File: config.mk
export PLATFORM = sky130hd
export DESIGN_NAME = div_unit_flat
export DESIGN_NICKNAME = d
export VERILOG_FILES = /design/src/rtl/div_if.sv /design/src/rtl/div_unit.sv /design/src/flat_wrapper.sv
export SDC_FILE = /design/constraint.sdc
export NUM_CORES = 1
export LEC_CHECK = 0
export ABC_AREA = 1
export CORE_MARGIN = 8
export CORE_UTILIZATION = 57
export DETAILED_ROUTE_END_ITERATION = 12
export PLACE_DENSITY = 0.79
export SYNTH_ARGS = -nofsm -noshare
export SYNTH_HDL_FRONTEND = slang
export SYNTH_SLANG_ARGS = --single-unit
File: constraint.sdc
create_clock -name clk -period 5.4 [get_ports clk]
set_input_delay 1.35 -clock clk [delete_from_list [all_inputs] [get_ports clk]]
set_output_delay 1.35 -clock clk [all_outputs]
set_load 0.1 [all_outputs]
File: src/rtl/div_if.sv
// Handshake and data bundle between the EXE stage and the iterative divider.
interface div_if #(
    parameter int WIDTH = 32
);
    logic             div_start;
    logic             div_signed;
    logic [WIDTH-1:0] dividend;
    logic [WIDTH-1:0] divisor;
    logic             cancel;
    logic             div_busy;
    logic             div_done;
    logic [WIDTH-1:0] quotient;
    logic [WIDTH-1:0] remainder;

    modport master (
        output div_start, div_signed, dividend, divisor, cancel,
        input  div_busy, div_done, quotient, remainder
    );

    modport slave (
        input  div_start, div_signed, dividend, divisor, cancel,
        output div_busy, div_done, quotient, remainder
    );
endinterface

File: src/rtl/div_unit.sv
// Radix-2 restoring divider for DIV/DIVU: LO <= quotient, HI <= remainder.
// Optional DIV_EARLY_OUT_EN skips the iterations when |dividend| < |divisor|.
module div_unit #(
    parameter int WIDTH = 32,
    parameter int CNT_W = 6
) (
    input  logic clk,
    input  logic rst,
    div_if.slave bus
);
    localparam logic [1:0] S_IDLE = 2'd0;
    localparam logic [1:0] S_CALC = 2'd1;
    localparam logic [1:0] S_FIX  = 2'd2;
    localparam logic [1:0] S_DONE = 2'd3;

    logic [1:0]       state_q, state_d;
    logic [CNT_W-1:0] cnt_q, cnt_d;
    logic [WIDTH-1:0] prem_q, prem_d;
    logic [WIDTH-1:0] work_q, work_d;
    logic [WIDTH-1:0] dvs_q, dvs_d;
    logic [WIDTH-1:0] orig_q, orig_d;
    logic             qneg_q, qneg_d;
    logic             rneg_q, rneg_d;
    logic             dz_q, dz_d;
    logic             eo_q, eo_d;
    logic             busy_q, busy_d;
    logic             done_q, done_d;
    logic [WIDTH-1:0] quo_q, quo_d;
    logic [WIDTH-1:0] rem_q, rem_d;

    logic             a_neg_s, b_neg_s;
    logic [WIDTH-1:0] a_abs_s, b_abs_s;
    logic [WIDTH:0]   rem_wide_s, trial_s;
    logic             ge_s;

    // Operand magnitudes and one trial-subtract step on the shifted partial remainder.
    always_comb begin
        a_neg_s    = bus.div_signed & bus.dividend[WIDTH-1];
        b_neg_s    = bus.div_signed & bus.divisor[WIDTH-1];
        a_abs_s    = a_neg_s ? ({WIDTH{1'b0}} - bus.dividend) : bus.dividend;
        b_abs_s    = b_neg_s ? ({WIDTH{1'b0}} - bus.divisor) : bus.divisor;
        rem_wide_s = {prem_q, work_q[WIDTH-1]};
        trial_s    = rem_wide_s - {1'b0, dvs_q};
        ge_s       = (rem_wide_s >= {1'b0, dvs_q});
    end

    // Next-state and datapath control for IDLE/CALC/FIX/DONE.
    always_comb begin
        state_d = state_q;
        cnt_d   = cnt_q;
        prem_d  = prem_q;
        work_d  = work_q;
        dvs_d   = dvs_q;
        orig_d  = orig_q;
        qneg_d  = qneg_q;
        rneg_d  = rneg_q;
        dz_d    = dz_q;
        eo_d    = eo_q;
        quo_d   = quo_q;
        rem_d   = rem_q;
        busy_d  = 1'b0;
        done_d  = 1'b0;
        if (bus.cancel) begin
            state_d = S_IDLE;
        end else begin
            case (state_q)
                S_IDLE: begin
                    if (bus.div_start) begin
                        work_d  = a_abs_s;
                        dvs_d   = b_abs_s;
                        orig_d  = bus.dividend;
                        qneg_d  = a_neg_s ^ b_neg_s;
                        rneg_d  = a_neg_s;
                        dz_d    = (bus.divisor == {WIDTH{1'b0}});
                        prem_d  = {WIDTH{1'b0}};
                        cnt_d   = CNT_W'(WIDTH - 1);
                        busy_d  = 1'b1;
                        state_d = S_CALC;
`ifdef DIV_EARLY_OUT_EN
                        // FIX still spends one cycle so the result lands with done.
                        if ((bus.divisor != {WIDTH{1'b0}}) && (a_abs_s < b_abs_s)) begin
                            eo_d    = 1'b1;
                            state_d = S_FIX;
                        end else begin
                            eo_d    = 1'b0;
                        end
`else
                        eo_d    = 1'b0;
`endif
                    end else begin
                        state_d = S_IDLE;
                    end
                end
                S_CALC: begin
                    prem_d = ge_s ? trial_s[WIDTH-1:0] : rem_wide_s[WIDTH-1:0];
                    work_d = {work_q[WIDTH-2:0], ge_s};
                    busy_d = 1'b1;
                    if (cnt_q == {CNT_W{1'b0}}) begin
                        state_d = S_FIX;
                    end else begin
                        cnt_d   = cnt_q - CNT_W'(1);
                        state_d = S_CALC;
                    end
                end
                S_FIX: begin
                    if (dz_q) begin
                        quo_d = {WIDTH{1'b1}};
                        rem_d = orig_q;
                    end else if (eo_q) begin
                        quo_d = {WIDTH{1'b0}};
                        rem_d = orig_q;
                    end else begin
                        quo_d = qneg_q ? ({WIDTH{1'b0}} - work_q) : work_q;
                        rem_d = rneg_q ? ({WIDTH{1'b0}} - prem_q) : prem_q;
                    end
                    done_d  = 1'b1;
                    state_d = S_DONE;
                end
                S_DONE: begin
                    state_d = S_IDLE;
                end
                default: begin
                    state_d = S_IDLE;
                end
            endcase
        end
    end

    // State, datapath and registered outputs.
    always_ff @(posedge clk or negedge rst) begin
        if (!rst) begin
            state_q <= S_IDLE;
            cnt_q   <= {CNT_W{1'b0}};
            prem_q  <= {WIDTH{1'b0}};
            work_q  <= {WIDTH{1'b0}};
            dvs_q   <= {WIDTH{1'b0}};
            orig_q  <= {WIDTH{1'b0}};
            qneg_q  <= 1'b0;
            rneg_q  <= 1'b0;
            dz_q    <= 1'b0;
            eo_q    <= 1'b0;
            busy_q  <= 1'b0;
            done_q  <= 1'b0;
            quo_q   <= {WIDTH{1'b0}};
            rem_q   <= {WIDTH{1'b0}};
        end else begin
            state_q <= state_d;
            cnt_q   <= cnt_d;
            prem_q  <= prem_d;
            work_q  <= work_d;
            dvs_q   <= dvs_d;
            orig_q  <= orig_d;
            qneg_q  <= qneg_d;
            rneg_q  <= rneg_d;
            dz_q    <= dz_d;
            eo_q    <= eo_d;
            busy_q  <= busy_d;
            done_q  <= done_d;
            quo_q   <= quo_d;
            rem_q   <= rem_d;
        end
    end

    assign bus.div_busy  = busy_q;
    assign bus.div_done  = done_q;
    assign bus.quotient  = quo_q;
    assign bus.remainder = rem_q;
endmodule
File: src/flat_wrapper.sv
// flat-port wrapper written by rule: the top's interface ports become plain ports
module div_unit_flat 
#(
    parameter int WIDTH = 32,
    parameter int CNT_W = 6
)
  (clk, rst, bus_div_start, bus_div_signed, bus_dividend, bus_divisor, bus_cancel, bus_div_busy, bus_div_done, bus_quotient, bus_remainder);
  div_if #(.WIDTH(WIDTH)) bus_i ();
  input  logic clk;
  input  logic rst;
  input wire logic [$bits(bus_i.div_start)-1:0] bus_div_start;
  input wire logic [$bits(bus_i.div_signed)-1:0] bus_div_signed;
  input wire logic [$bits(bus_i.dividend)-1:0] bus_dividend;
  input wire logic [$bits(bus_i.divisor)-1:0] bus_divisor;
  input wire logic [$bits(bus_i.cancel)-1:0] bus_cancel;
  output wire logic [$bits(bus_i.div_busy)-1:0] bus_div_busy;
  output wire logic [$bits(bus_i.div_done)-1:0] bus_div_done;
  output wire logic [$bits(bus_i.quotient)-1:0] bus_quotient;
  output wire logic [$bits(bus_i.remainder)-1:0] bus_remainder;
  assign bus_i.div_start = bus_div_start;
  assign bus_i.div_signed = bus_div_signed;
  assign bus_i.dividend = bus_dividend;
  assign bus_i.divisor = bus_divisor;
  assign bus_i.cancel = bus_cancel;
  assign bus_div_busy = bus_i.div_busy;
  assign bus_div_done = bus_i.div_done;
  assign bus_quotient = bus_i.quotient;
  assign bus_remainder = bus_i.remainder;
  div_unit #(.WIDTH(WIDTH), .CNT_W(CNT_W)) u_core (.clk(clk), .rst(rst), .bus(bus_i));
endmodule
# ---- Yosys cells after proc, flatten, opt, wreduce, memory -nomap -nowiden
# Cells that the tools add are included.
# W data, S select, Z words.
dict set report totals {
  out_inout_bits 66
  register_bits 205
}
dict set report classes {
  n_addsub 6
  reduce_logical 8
  bitwise 4
  eq_ne 5
  magnitude_cmp 1
  muxes 23
}
# cell count
set ops {}
lappend ops {{$mux W32} 9}
lappend ops {{$pmux W32 S2} 2}
lappend ops {{$sub A1 B32 Y32 const A} 4}
lappend ops {{$ge A33 B32 Y1} 1}
lappend ops {{$logic_not A32 Y1} 1}
lappend ops {{$sub A32 B32 Y32} 1}
lappend ops {{$mux W6} 2}
lappend ops {{$pmux W6 S2} 1}
lappend ops {{$pmux W2 S4} 1}
lappend ops {{$logic_not A6 Y1} 1}
lappend ops {{$reduce_and A3 Y1} 2}
lappend ops {{$sub A6 B1 Y6 const B} 1}
lappend ops {{$mux W1} 5}
lappend ops {{$eq A2 B2 Y1 const B} 2}
lappend ops {{$mux W2} 2}
lappend ops {{$ne A2 B2 Y1 const B} 2}
lappend ops {{$reduce_and A4 Y1} 1}
lappend ops {{$and A1 B1 Y1} 2}
lappend ops {{$eq A2 B1 Y1 const B} 1}
lappend ops {{$logic_not A2 Y1} 1}
lappend ops {{$pmux W1 S2} 1}
lappend ops {{$reduce_and A2 Y1} 1}
lappend ops {{$reduce_bool A2 Y1} 1}
lappend ops {{$not A1 Y1} 1}
lappend ops {{$xor A1 B1 Y1} 1}

# ---- Longest topological paths before layout
# Gate-level depths: netlist of the first run.
dict set report depth {
  ltp_word 4
  mapped_depth 17
  ltp_nobuf 16
}

# ---- Worst setup path after synthesis of the first run
# Ideal clock, no wire load.
dict set report synth_timing {
  path_type {input -> register}
  from {input bus_dividend[0]}
  to {register u_core.work_q[20]}
  stages 13
  path_buffers 0
  t_arrival_ns 2.570
  setup_slack_ns 2.703
  setup_ns 0.127
  cell_sequence {inv_1 -> ha_1 -> nand3_1 -> o21ai_1 -> nand2_1 -> inv_1 -> nand2_1 -> inv_2 -> nand2_1 -> nand2_1 -> nand3_1 -> nand2_1 -> o21ai_0}
}
dict set report synth_between {
  elab_chain_len 4
}
# item line
set synth_lines {}
lappend synth_lines {{from (decl)} flat_wrapper.sv:13} ;# input wire logic [$bits(bus_i.dividend)-1:0] bus_dividend;
lappend synth_lines {{$sub A1 B32 Y32} div_unit.sv:40} ;# a_abs_s = a_neg_s ? ({WIDTH{1'b0}} - bus.dividend) : bus.dividend;
lappend synth_lines {{$mux W32} div_unit.sv:40}
lappend synth_lines {{$mux W32} div_unit.sv:68} ;# if (bus.div_start) begin
lappend synth_lines {{$pmux W32 S2} div_unit.sv:66} ;# case (state_q)
lappend synth_lines {{to (signal assigned)} div_unit.sv:135} ;# work_q <= {WIDTH{1'b0}};
lappend synth_lines {{to (signal assigned)} div_unit.sv:150} ;# work_q <= work_d;
lappend synth_lines {{to (decl)} div_unit.sv:19} ;# logic [WIDTH-1:0] work_q, work_d;
# No other way between the ends. The select of a mux whose other input is x is not followed.
# A chain may end at the register's enable or synchronous reset.

# ---- Worst setup path after layout of the first run
dict set report layout_timing {
  from {input bus_div_signed}
  to {register u_core.dvs_q[17]}
}
dict set report layout_between {
  elab_chain_len 2
}
# item line
set layout_lines {}
lappend layout_lines {{from (decl)} flat_wrapper.sv:12} ;# input wire logic [$bits(bus_i.div_signed)-1:0] bus_div_signed;
lappend layout_lines {{$and A1 B1 Y1} div_unit.sv:39} ;# b_neg_s = bus.div_signed & bus.divisor[WIDTH-1];
lappend layout_lines {{$mux W32} div_unit.sv:41} ;# b_abs_s = b_neg_s ? ({WIDTH{1'b0}} - bus.divisor) : bus.divisor;
lappend layout_lines {{to (signal assigned)} div_unit.sv:136} ;# dvs_q <= {WIDTH{1'b0}};
lappend layout_lines {{to (signal assigned)} div_unit.sv:151} ;# dvs_q <= dvs_d;
lappend layout_lines {{to (decl)} div_unit.sv:20} ;# logic [WIDTH-1:0] dvs_q, dvs_d;
# No other way between the ends.

==> key figures, run 1 <==
Run status
  • Status: finished, final reports clean

Floorplan
  • Die span in x: 178 um
  • Core ar.: 25800 sq um
  • Site row count: 59
  • DIE AREA: 31500 sq um
  • Io pins: 135
  • Initial Utilization: 57.5%
  • Die Height: 178 um

Layout
  • Antenna Cells: 0
  • Share of layout cells above drive strength 1: 4.20%
  • Area growth syn-to-layout: 15.8%
  • Fin nets: 2493
  • Finished Cell Area: 17200 sq um

Pwr
  • Leak: 8.97 nW
  • Maximum vdd drop: 0.673 mV
  • Sequential Power Share: 25.5%
  • Pint: 0.00433 W
  • Combinational share of power: 54.4%
  • Switching part of the total: 48.6%
  • Power, Total: 0.00843 W
  • Switching power: 0.00410 W
  • Pwr/cell area: 490 nW/um^2
  • Power share of the clock group: 20.0%

Clock tree
  • Hold-fix buffers at CTS: 0
  • H-tree depth: 1
  • Clock latency on the worst-skew pair: 0.53 ns
  • TritonCTS Buffers: 24
  • Clk sinks: 205
  • Clk slew on worst S/H paths: 0.06 ns
  • Resized Gates After CTS: 0
  • CTS tree: yes
  • Clock Tree Buf Depth: 3
  • Root Buffer: clkbuf_16
  • Post-CTS setup buffer count: 0

Detailed routing
  • Vias per cell: 5.72
  • DRC: 0
  • Initial DRC count: 1845
  • Wirelength, routed: 49.8 mm
  • Wire per inst: 18.2 um
  • Antenna Violating Nets Remaining: 0
  • Routed via count: 15700
  • TritonRoute pass-1 iters: 5

STA
  • Worst Skew: 0.0202 ns
  • Final min period: 3.49 ns
  • RSZ-0062 raised after global routing: no
  • Max Slew Vio Count: 0
  • Peak Freq: 287 MHz
  • Worst Max-Slew Pin Slew: 1.18 ns
  • Worst setup margin: 1.91 ns
  • Tcrit/Tclk final: 64.6%
  • # setup viols final: 0
  • Setup Total Neg Slack: 0 ns
  • Final Hold Vio Count: 0
  • Slew Limit Headroom: 21.4%

Global routing
  • First-pass GRT wire length: 78.5 mm
  • Gr usage total: 31.3%
  • Largest net degree at the start of global routing: 111
  • Initial antenna violation count: 0
  • Vias in the first global route: 14900
  • Remaining Overflow, GRT: 0

Placed design
  • Setup Slack @ Placement: 1.51 ns
  • Placed Area: 16400 sq um
  • Hpwl dp: 38.4 mm
  • Buffers on Ports: 134
  • Gp weighted congestion: 1.04

Min path
  • Hold Path Sink: u_core.orig_q[2]
  • Hold_sp: u_core.orig_q[2]
  • WHS Path Cells: 2
  • Hold WC Path Type: reg2reg

Critical path
  • RR Startpoint: u_core.dz_q
  • CP Capture Type: flip-flop
  • Startpoint Class: input pin
  • Data arrival, critical path: 3.84 ns
  • Setup CP Type: in2reg
  • Crit Path Max Fanout: 20
  • CP required: 5.76 ns
  • Reg2reg end: u_core.bus.remainder[3]
  • R2r setup slk: 2.43 ns
  • Worst R2R Path Depth: 3

Synth
  • Sequential element share of the synthesized area: 34.5%
  • Cells after Synth: 2291
  • Netlist cell types: 50
  • Fraction of registers with async set/reset: 100%
  • Synth Cell Area: 14900 sq um
  • Syn avg cell area: 6.49 sq um
  • Synth Net Count: 2398
  • Main synth FF type: dfrtp_1
  • Post-synth EDFFs: 0
  • Ys Warns: 0
  • Synth Register Bits: 205

Job
  • Maxcap violations: 0
placed cells by master, fill, tap and decap left out, drive strengths merged, types with 17 or more instances in the layout:
| cell type | instances |
|---|---|
| dfrtp | 205 |
| ha | 37 |
| clkbuf | 36 |
| xnor2 | 17 |
| nand2 | 713 |
| nand3 | 219 |
| o21ai | 197 |
| xor2 | 40 |
| inv | 322 |
| nor2 | 219 |
| a21oi | 86 |
| nand4 | 30 |
| clkdlybuf4s50 | 133 |
| nor3 | 25 |
registers in the layout, summed over array words and instances (netlist names):
register,flops
u_core.dz_q,1
u_core.bus.quotient,32
u_core.prem_q,32
u_core.state_q,2
u_core.qneg_q,1
u_core.orig_q,32
u_core.bus.div_busy,1
u_core.rneg_q,1
u_core.dvs_q,32
u_core.bus.div_done,1
u_core.bus.remainder,32
u_core.cnt_q,6
u_core.work_q,32
Yosys cell counts, types with 4 or more instances:
cell | instances | area share (%)
nand3b_1 | 7 | 0.35
nand2_2 | 10 | 0.42
buf_2 | 21 | 0.71
ha_1 | 37 | 3.1
inv_1 | 314 | 7.9
dfrtp_1 | 205 | 35
nand3_2 | 6 | 0.40
nor4_1 | 4 | 0.17
nor2_2 | 10 | 0.42
buf_6 | 4 | 0.30
o211ai_1 | 12 | 0.61
inv_2 | 7 | 0.18
nand4_1 | 30 | 1.3
or2_2 | 12 | 0.50
o31ai_1 | 6 | 0.30
o21ai_1 | 15 | 0.50
a21oi_1 | 85 | 2.9
xnor2_1 | 17 | 1.0
o21a_1 | 7 | 0.35
o21ai_0 | 182 | 6.1
nand3_1 | 213 | 7.2
o22ai_1 | 11 | 0.46
nor2_1 | 207 | 5.2
xor2_1 | 40 | 2.4
nand2_1 | 701 | 18
clkinv_1 | 7 | 0.18
nor3_1 | 25 | 0.84
o22a_1 | 10 | 0.59
clkbuf_1 | 41 | 1.0
and2_1 | 6 | 0.25
o221ai_1 | 4 | 0.24
buf_1 | 7 | 0.18
routing by layer:
metal | wire, um | track usage (%)
met1 | 21900 | 44.1
met2 | 21000 | 46.2
met3 | 5260 | 7.85
met4 | 1730 | 10.6
met5 | 0 | 0
worst max-delay path, stage by stage:
cell             delay (ns)
clkdlybuf4s50_1        0.69
nand2_1                0.38
inv_1                  0.62
o21ai_0                0.27
or2_2                  0.34
nand3_1                0.07
o21ai_0                0.11
power groups by stage:
| stage | clock (W) | combinational (W) | sequential, W |
|---|---|---|---|
| 3_5_place_dp | 0 | 0.00444 | 0.00216 |
| 4_1_cts | 0.00171 | 0.00447 | 0.00214 |
| 6_report | 0.00169 | 0.00459 | 0.00215 |
| 5_1_grt | 0.00177 | 0.00510 | 0.00218 |
| 2_1_floorplan | 0 | 0.00339 | 0.00203 |
| 3_3_place_gp | 0 | 0.00437 | 0.00216 |
how the worst max path moves through the flow:
stage	from	to	slack (ns)
3_3_place_gp	bus_cancel	u_core.dz_q	1.60
5_1_grt	bus_cancel	u_core.dz_q	1.76
4_1_cts	u_core.bus.remainder[0]	bus_remainder[0]	1.92
2_1_floorplan	bus_dividend[0]	u_core.work_q[20]	2.70
6_report	bus_div_signed	u_core.dvs_q[17]	1.91
3_5_place_dp	bus_cancel	u_core.dz_q	1.51
area by class of cell:
type,instances,area (sq um)
multi-input cells,1682,8170
well taps,335,419
inverters,328,1230
clock inverters,8,123
fillers,2374,8620
flip-flops and latches,205,5130
clock buffers,35,703
repair buffers,145,1440
stage by stage:
step / hold slack [ns] / cells / utilization [%]
global route: 0.495 / 2738 / 66.6
detailed placement: 0.466 / 2695 / 63.4
global placement: 0.460 / 2695 / 63.4
finish: 0.480 / 2738 / 66.6
floorplan: 0.444 / 2291 / -
CTS: 0.483 / 2738 / 66.6
cells by family after synthesis:
group / share of synthesized area (%)
simple gates: 35.4
compound gates: 12.8
flops: 34.5
fa+ha+maj: 3.25
buf+inv: 10.7
xor+xnor: 3.36
No activity file was read; power rests on OpenSTA's default activity.
==> run 2: changes to the inputs <==
- CORE_UTILIZATION: 57 -> 54
- clock period: 5.4 -> 2.9 ns (I/O delays scaled with it)
==> run 2 against run 1 <==
Register-to-register slack lost 2.1 ns. Via count rose by 0.15%. Worst hold slack got worse by 0.33 ns. First-iteration DRC count rose by 2.4%. Utilization decreased by 2.0 points. Largest cell class unchanged. Largest power group unchanged. Highest routed layer unchanged.
==> key figures, run 2 (same netlist as run 1, synthesis figures left out) <==
Clock tree
  • Clock Tree Buf Depth: 3
  • CTS tree: yes
  • Clock latency on the worst-skew pair: 0.53 ns
  • Post-CTS setup buffer count: 0
  • TritonCTS Buffers: 24
  • Hold-fix buffers at CTS: 0
  • H-tree depth: 1
  • Root Buffer: clkbuf_16
  • Clk sinks: 205
  • Resized Gates After CTS: 0
  • Clk slew on worst S/H paths: 0.06 ns

Pwr
  • Switching part of the total: 48.2%
  • Switching power: 0.00776 W
  • Pwr/cell area: 922 nW/um^2
  • Maximum vdd drop: 0.508 mV
  • Sequential Power Share: 24.7%
  • Combinational share of power: 54.5%
  • Pint: 0.00835 W
  • Leak: 9.33 nW
  • Power share of the clock group: 20.8%

Layout
  • Finished Cell Area: 17500 sq um
  • Area growth syn-to-layout: 17.5%
  • Most common cell after layout, fill and taps aside: nand2_1
  • Most frequent cells in the layout: nand2_1 (701), inv_1 (314), nand3_1 (211), nor2_1 (207), dfrtp_1 (205)
  • Fillers: 2531
  • Footprint of the multi-input gates: 8170 sq um
  • Share of layout cells above drive strength 1: 8.52%
  • Register area: 5130 sq um
  • Antenna Cells: 0
  • Fin nets: 2529

Floorplan
  • Die span in x: 182 um
  • Core ar.: 27000 sq um
  • DIE AREA: 33100 sq um
  • Site row count: 60
  • Io pins: 135
  • Die Height: 182 um
  • Initial Utilization: 55.0%

Critical path
  • CP Capture Type: flip-flop
  • Worst R2R Path Depth: 16
  • Data arrival, critical path: 2.99 ns
  • Reg2reg end: u_core.prem_q[28]
  • Worst setup path start: u_core.work_q[31]
  • R2r setup slk: 0.32 ns
  • Crit Path Max Fanout: 4
  • Setup CP Type: reg2reg
  • CP required: 3.31 ns
  • Startpoint Class: flip-flop
  • RR Startpoint: u_core.work_q[31]
  • Critical path destination: u_core.prem_q[28]

Placed design
  • Hpwl dp: 39.5 mm
  • Placed Area: 16600 sq um
  • Gp weighted congestion: 0.989
  • Buffers on Ports: 134
  • Setup Slack @ Placement: 0.128 ns

Detailed routing
  • Routed via count: 15700
  • Wire per inst: 18.2 um
  • Antenna Violating Nets Remaining: 0
  • TritonRoute pass-1 iters: 6
  • DRC: 0
  • Initial DRC count: 1889
  • Wirelength, routed: 50.6 mm
  • Vias per cell: 5.64

Run status
  • Status: finished, final reports clean

STA
  • Hold Worst Slack: 0.145 ns
  • Final Hold Vio Count: 0
  • Tcrit/Tclk final: 89.0%
  • Setup Total Neg Slack: 0 ns
  • Worst Max-Slew Pin Slew: 0.878 ns
  • Slew Limit Headroom: 41.4%
  • Worst Skew: 0.0200 ns
  • Max Slew Vio Count: 0
  • Peak Freq: 388 MHz
  • # setup viols final: 0
  • Worst setup margin: 0.320 ns
  • RSZ-0062 raised after global routing: no
  • Final min period: 2.58 ns

Global routing
  • Gr usage total: 30.2%
  • Vias in the first global route: 15100
  • Remaining Overflow, GRT: 0
  • M2 GR Usage: 44.3%
  • Global Route met3 Usage: 6.75%
  • Largest net degree at the start of global routing: 97
  • First-pass GRT wire length: 80.4 mm
  • GR peak layer: met2
  • Met1 Use GR: 43.5%
  • Initial antenna violation count: 0

Job
  • Maxcap violations: 0

Min path
  • Hold WC Path Type: in2async
run 2: routing by layer:
| layer | share of wire, % | vias to the layer above |
|---|---|---|
| met5 | 0 | - |
| met4 | 3.1 | 0 |
| met3 | 9.7 | 97 |
| met2 | 42 | 714 |
| met1 | 45 | 7285 |
| li1 | - | 7586 |
run 2: stage by stage:
stage          total power, W  cells  utilization [%]
2_1_floorplan          0.0101   2291                -
5_1_grt                0.0173   2781             64.6
4_1_cts                0.0159   2781             64.6
6_report               0.0161   2781             64.6
3_3_place_gp           0.0124   2737             61.4
3_5_place_dp           0.0125   2737             61.4
run 2: worst min path at each step:
stage                     depth (start not counted)                   to             start  slack (ns)
after global routing                              1     u_core.prem_q[6]               rst        0.17
final                                             1    u_core.prem_q[25]               rst        0.15
after detailed placement                          2     u_core.orig_q[4]  u_core.orig_q[4]        0.46
after global placement                            2     u_core.orig_q[4]  u_core.orig_q[4]        0.46
after floorplan                                   0  u_core.bus.div_busy               rst        0.43
after CTS                                         1     u_core.prem_q[6]               rst        0.15
run 2: power by group through the flow:
stage / Sequential [W] / Combinational, W / Clock (W)
6_report: 0.00399 / 0.00878 / 0.00335
5_1_grt: 0.00403 / 0.00983 / 0.00346
4_1_cts: 0.00396 / 0.00860 / 0.00336
3_5_place_dp: 0.00401 / 0.00852 / 0
3_3_place_gp: 0.00400 / 0.00839 / 0
2_1_floorplan: 0.00378 / 0.00631 / 0
run 2: area by class of cell:
| type | instances | share of cell area, % |
|---|---|---|
| Timing Repair Buffer | 181 | 9.42 |
| Clock inverter | 15 | 1.22 |
| Inverter | 328 | 7.05 |
| Tap cell | 341 | 2.44 |
| Multi-Input combinational cell | 1682 | 46.8 |
| Clock buffer | 29 | 3.72 |
| Sequential cell | 205 | 29.4 |
run 2: worst max-delay path, cell delays in order, from the launching register on:
cell     delay (ns)
dfrtp_1        0.40
inv_1          0.19
ha_1           0.18
inv_1          0.08
fa_1           0.41
nand3_1        0.10
nand3_1        0.19
nand2_1        0.11
nand2_1        0.07
nand2_1        0.05
nand2_1        0.15
nand2_1        0.14
nand2_1        0.06
nand2_1        0.05
nand3_1        0.13
nand2_1        0.10
nand2_1        0.05
